<file path="src/rtl/dlx_fetch_pkg.sv">
// Shared types and constants for the DLX instruction-fetch stage.
package dlx_fetch_pkg;

  localparam int ADDR_W  = 32;
  localparam int INSTR_W = 32;
  localparam logic [ADDR_W-1:0] PC_STEP = 32'd4;
  localparam logic [INSTR_W-1:0] NOP_INSTR = 32'h0000_0000;

  typedef enum logic [1:0] {
    BOOT   = 2'd0,
    FETCH  = 2'd1,
    HALTED = 2'd2
  } fetch_state_t;

  typedef struct packed {
    logic [INSTR_W-1:0] instr;
    logic [ADDR_W-1:0]  pc;
  } fetch_entry_t;

  function automatic logic [ADDR_W-1:0] word_align(input logic [ADDR_W-1:0] a);
    return a & 32'hFFFF_FFFC;
  endfunction

endpackage

</file>
<file path="src/rtl/dlx_fetch_queue.sv">
// Prefetch FIFO of {instr, pc}; flush empties it and overrides push/pop.
module dlx_fetch_queue
  import dlx_fetch_pkg::*;
#(
  parameter int QDEPTH = 2
) (
  input  logic         clk,
  input  logic         reset_n,
  input  logic         push,
  input  logic         pop,
  input  logic         flush,
  input  fetch_entry_t push_data,
  output logic         full,
  output logic         empty,
  output fetch_entry_t head
);

  localparam int PW = (QDEPTH > 2) ? $clog2(QDEPTH) : 1;
  localparam int CW = $clog2(QDEPTH + 1);

  fetch_entry_t  mem_q [QDEPTH];
  fetch_entry_t  mem_d [QDEPTH];
  logic [PW-1:0] wr_ptr_q, wr_ptr_d;
  logic [PW-1:0] rd_ptr_q, rd_ptr_d;
  logic [CW-1:0] count_q, count_d;
  logic          do_push_s, do_pop_s;

  // Pointers wrap explicitly so non-power-of-two depths work.
  function automatic logic [PW-1:0] ptr_inc(input logic [PW-1:0] p);
    if (p == PW'(QDEPTH - 1)) begin
      return '0;
    end else begin
      return p + PW'(1);
    end
  endfunction

  assign full  = (count_q == CW'(QDEPTH));
  assign empty = (count_q == CW'(0));
  assign head  = mem_q[rd_ptr_q];

  // Next-state for storage, pointers and occupancy.
  always_comb begin
    mem_d     = mem_q;
    wr_ptr_d  = wr_ptr_q;
    rd_ptr_d  = rd_ptr_q;
    count_d   = count_q;
    do_pop_s  = pop && !empty;
    do_push_s = push && (!full || do_pop_s);
    if (flush) begin
      wr_ptr_d = '0;
      rd_ptr_d = '0;
      count_d  = '0;
    end else begin
      if (do_push_s) begin
        mem_d[wr_ptr_q] = push_data;
        wr_ptr_d        = ptr_inc(wr_ptr_q);
      end else begin
        wr_ptr_d = wr_ptr_q;
      end
      if (do_pop_s) begin
        rd_ptr_d = ptr_inc(rd_ptr_q);
      end else begin
        rd_ptr_d = rd_ptr_q;
      end
      case ({do_push_s, do_pop_s})
        2'b10:   count_d = count_q + CW'(1);
        2'b01:   count_d = count_q - CW'(1);
        default: count_d = count_q;
      endcase
    end
  end

  // Queue state registers.
  always_ff @(posedge clk or negedge reset_n) begin
    if (!reset_n) begin
      for (int i = 0; i < QDEPTH; i++) begin
        mem_q[i] <= '0;
      end
      wr_ptr_q <= '0;
      rd_ptr_q <= '0;
      count_q  <= '0;
    end else begin
      mem_q    <= mem_d;
      wr_ptr_q <= wr_ptr_d;
      rd_ptr_q <= rd_ptr_d;
      count_q  <= count_d;
    end
  end

endmodule

</file>
<file path="src/rtl/dlx_fetch_unit.sv">
// DLX instruction-fetch stage: drives the instruction SRAM, buffers words
// in a prefetch queue and hands them to decode; redirects flush the queue.
module dlx_fetch_unit
  import dlx_fetch_pkg::*;
#(
  parameter logic [31:0] RESET_PC = 32'h0000_0000,
  parameter int          QDEPTH   = 2
) (
  input  logic        clk,
  input  logic        reset_n,
  output logic        imem_cs,
  output logic        imem_oe,
  output logic        imem_we,
  output logic [31:0] imem_addr,
  input  logic [0:31] imem_rdata,
  input  logic        stall,
  input  logic        redirect_valid,
  input  logic [31:0] redirect_pc,
  input  logic        halt_req,
  output logic        if_valid,
  output logic [0:31] if_instr,
  output logic [31:0] if_pc,
  output logic [31:0] if_npc,
  output logic        halted
);

  fetch_state_t      state_q, state_d;
  logic [ADDR_W-1:0] fetch_pc_q, fetch_pc_d;
  logic              issue_s, deq_s;
  logic              q_full_s, q_empty_s;
  fetch_entry_t      push_data_s, head_s;

  dlx_fetch_queue #(.QDEPTH(QDEPTH)) u_queue (
    .clk       (clk),
    .reset_n   (reset_n),
    .push      (issue_s),
    .pop       (deq_s),
    .flush     (redirect_valid),
    .push_data (push_data_s),
    .full      (q_full_s),
    .empty     (q_empty_s),
    .head      (head_s)
  );

  // Issue/dequeue decisions; a redirect suppresses both in its cycle.
  always_comb begin
    deq_s   = !q_empty_s && !stall && !redirect_valid;
    issue_s = (state_q == FETCH) && (!q_full_s || deq_s) && !redirect_valid;
    push_data_s.instr = imem_rdata;
    push_data_s.pc    = fetch_pc_q;
  end

  // FSM next state and fetch address update.
  always_comb begin
    state_d    = state_q;
    fetch_pc_d = fetch_pc_q;
    case (state_q)
      BOOT:    state_d = FETCH;
      FETCH: begin
        if (halt_req && !redirect_valid) begin
          state_d = HALTED;
        end else begin
          state_d = FETCH;
        end
      end
      HALTED: begin
        if (redirect_valid) begin
          state_d = FETCH;
        end else begin
          state_d = HALTED;
        end
      end
      default: state_d = BOOT;
    endcase
    if (redirect_valid) begin
      fetch_pc_d = word_align(redirect_pc);
    end else if (issue_s) begin
      fetch_pc_d = fetch_pc_q + PC_STEP;
    end else begin
      fetch_pc_d = fetch_pc_q;
    end
  end

  // FSM and fetch PC registers.
  always_ff @(posedge clk or negedge reset_n) begin
    if (!reset_n) begin
      state_q    <= BOOT;
      fetch_pc_q <= word_align(RESET_PC);
    end else begin
      state_q    <= state_d;
      fetch_pc_q <= fetch_pc_d;
    end
  end

  // SRAM strobes and decode-side view of the queue head.
  always_comb begin
    imem_cs   = issue_s;
    imem_oe   = issue_s;
    imem_we   = 1'b0;
    imem_addr = fetch_pc_q;
    if_valid  = !q_empty_s;
    halted    = (state_q == HALTED);
    if (!q_empty_s) begin
      if_instr = head_s.instr;
      if_pc    = head_s.pc;
      if_npc   = head_s.pc + PC_STEP;
    end else begin
      if_instr = NOP_INSTR;
      if_pc    = 32'h0000_0000;
      if_npc   = 32'h0000_0000;
    end
  end

endmodule

</file>
<file path="config.mk">
export PLATFORM = sky130hd
export DESIGN_NAME = dlx_fetch_unit
export DESIGN_NICKNAME = d
export VERILOG_FILES = /design/src/rtl/dlx_fetch_pkg.sv /design/src/rtl/dlx_fetch_queue.sv /design/src/rtl/dlx_fetch_unit.sv
export SDC_FILE = /design/constraint.sdc
export NUM_CORES = 1
export LEC_CHECK = 0
export CAP_MARGIN = 20
export CORE_UTILIZATION = 56
export CTS_BUF_LIST = sky130_fd_sc_hd__clkbuf_2 sky130_fd_sc_hd__clkbuf_4 sky130_fd_sc_hd__clkbuf_8
export CTS_CLUSTER_DIAMETER = 60
export DETAILED_ROUTE_END_ITERATION = 8
export GPL_TIMING_DRIVEN = 0
export PLACE_DENSITY = 0.95
export SETUP_SLACK_MARGIN = 0.02
export SLEW_MARGIN = 10
export SYNTH_ARGS = -nofsm -noshare
export SYNTH_HDL_FRONTEND = slang
export SYNTH_SLANG_ARGS = --single-unit
export TNS_END_PERCENT = 30
</file>
<file path="constraint.sdc">
create_clock -name clk -period 4.9 [get_ports clk]
set_clock_uncertainty 0.15 [all_clocks]
set_input_delay 0.98 -clock clk [delete_from_list [all_inputs] [get_ports clk]]
set_output_delay 0.98 -clock clk [all_outputs]
set_load 0.05 [all_outputs]
</file>
==> reports/metrics.yaml <==
dieArea_um2: 15900
cp.required_ns: 3.77
critPathKind: "reg -> out"
critical-path-top-delay-family: "buffers and inverters"
ir_drop_mv: 0.428
slowest_stage: "clkdlybuf4s15_1"
cp.arrival_ns: 3.69
via_per_inst: 6.20
worstSetupStartpointType: "register"
cts_buffers: 17
status: "completed"
final_cell_count_no_fill: 1199
antenna_found_initial: 0
wl_met1_um: 9850
yosysWarningCount: 0
fmax_mhz: 207
relSlewSlack_pct: 38.1
final_layout_size_suffix_gt1_share_pct: 21.0
hold_viol_final: 0
crit_top_cell: "a211oi_1"
drt_first_pass_iters: 5
grt_pass1_wl_um: 39400
period_share_pct: 98.4
io_pins: 202
synth_area_per_cell_um2: 11.0
synthCells: 785
cts_buffer_depth: 2
yosysSeqAreaShare_pct: 46.5
wl_met3_um: 2150
hpwl_um: 18000
overflow: 0
synthArstFlopShare_pct: 100
cts.sink_count: 160
syn_to_final_growth_pct: 30.6
wl_per_cell_um: 21.1
path_max_fanout: 10
cts-root-buf: "clkbuf_8"
clk_latency_ns: 0.46
powerDensity_nw_per_um2: 541
highest_layer: "met4"
syn_area_um2: 8600
cts_max_level: 4
layout_common_cells: "clkdlybuf4s50_1, dfrtp_1, mux2_2"
vias: 7430
grt_pass1_vias: 7512
die_height_um: 126
final_nets: 1073
maxSlewViolCount: 0
crit_path_max_incr_delay_ns: 0.56
ys_types: 62
port_buffers: 191
grt_max_degree: 97
synth-seq-cells: 160
diodes: 0
clk_pin_slew_worst_paths_ns: 0.08
route.met2.wl_um: 12000
std_cell_rows: 44
drtIter0Drc: 623
drc: 0
critPathBufInv: 6
routed_wl_um: 25300
ys.flop_type: "dfrtp_1"
dp_cells: 1167
cp_num_cells: 12
fp.dieW_um: 126
p_leak_uw: 0.00454
tritoncts: "done"
path_cells: "buf_6 > buf_12 > buf_8 > buf_4 > mux2_2 > ha_1 > inv_1 > a211oi_1 > xor2_1 > nor2_1 > a211oi_1 > clkdlybuf4s15_1"
track_usage_pct: 32.5
end_kind: "primary output"
ant_nets: 0
hp-class: "in -> async"
fin_crit_ns: 4.82
holdWs_ns: 0.286
place.gp.congestion: 0.924
core_um2: 14800
setup-violations-final: 0
synth-edff-count: 0
rsz0062_at_grt: "true"
worstMarginPinSlew_ns: 0.923
final_common_cell: "clkdlybuf4s50_1"
reg2reg_depth: 5
maxCapViolations: 0
fill_cells: 953
start_util_pct: 58.3
## path summary, 6_finish.rpt
| kind | start | end | slack [ns] |
|---|---|---|---|
| max | u_queue.rd_ptr_q | if_npc[8] | 0.08 |
| min | reset_n | imem_addr[13] | 0.29 |
| max reg2reg | state_q[1] | u_queue.mem_q[84] | 2.21 |
| min reg2reg | u_queue.mem_q[38] | u_queue.mem_q[38] | 0.36 |
| max in group asynchronous | reset_n | u_queue.mem_q[52] | 3.49 |
| min in group clk | u_queue.mem_q[38] | u_queue.mem_q[38] | 0.36 |
## kinds of logic after synthesis
family                   synth area share (%)
buffers and inverters                    3.80
other                                  0.0436
AND/OR/NAND/NOR                          14.6
multiplexers                             24.0
XOR/XNOR                                 3.67
adder cells (fa/ha/maj)                 0.291
flip-flops                               46.5
AO/OA/AOI/OAI                            7.05
## per-stage QoR
step | setup TNS, ns | setup slack (ns) | total power [uW] | util (%) | area [um^2]
final | 0 | 0.0783 | 6080 | 76.2 | 11200
after global routing | -0.0165 | -0.0165 | 6340 | 76.2 | 11200
after CTS | 0 | 0.0333 | 6060 | 76.2 | 11200
after detailed placement | 0 | 0.0418 | 4970 | 73.2 | 10800
after global placement | -567.91 | -3.56 | 4850 | 73.0 | 10800
after floorplan | 0 | 0.152 | 4060 | - | 8620
## worst register-to-register path, stage by stage (launching register included)
cell and delay, ns:
dfrtp_1 0.41, and2b_1 0.34, o21ai_4 0.15, nor3_2 0.72
buf_2 0.41, mux2_2 0.39
## repair_timing
item                       in CTS  in global routing
resized for setup              23                 17
hold endpoints to repair        0                  0
hold buffers                    0                  0
setup endpoints to repair      13                 17
pin swaps                       1                  0
buffers inserted                0                  0
## layout make-up
class                           instances  area [um^2]  share of cell area (%)
Buffer                                 54          312                    2.77
Clock buffer                           22          297                    2.64
Clock inverter                         10          156                    1.39
Inverter                                5         18.8                   0.167
Multi-Input combinational cell        572         4300                    38.3
Sequential cell                       160         4000                    35.6
Tap cell                              184          230                    2.05
Timing Repair Buffer                  192         1920                    17.1
## metal layers
metal	vias to the layer above	track usage, %
met4	0	18.5
li1	3228	-
met1	3628	40.5
met5	-	0
met2	463	51.9
met3	111	8.03
## cells in the mapped netlist, types with 5 or more instances
cell,count,share of area (%)
nor4_1,5,0.36
mux2_2,121,16
o21ai_0,39,2.3
nor2_1,76,3.3
buf_2,20,1.2
nand3_1,17,0.99
and2_1,12,0.87
and4_1,5,0.51
buf_4,10,0.87
nand2_1,61,2.7
xnor2_1,7,0.71
o31ai_1,9,0.79
mux2i_1,61,7.1
o31a_1,5,0.51
a21oi_1,9,0.52
dfrtp_1,160,47
nor3_1,11,0.64
clkbuf_1,18,0.79
and3_1,9,0.65
mux2_1,8,1.0
nand4_1,22,1.6
xor2_1,29,3.0
a21oi_2,5,0.51
## sequential cells by signal, indices dropped and copies added, names as in the netlist
register          flops
imem_addr            30
state_q               2
u_queue.count_q       2
u_queue.mem_q       124
u_queue.rd_ptr_q      1
u_queue.wr_ptr_q      1
## power breakdown
part	switching, uW	internal [uW]
Clock	482	612
Sequential	421	1830
Combinational	1650	1090
(Power assumes the default switching activity.)
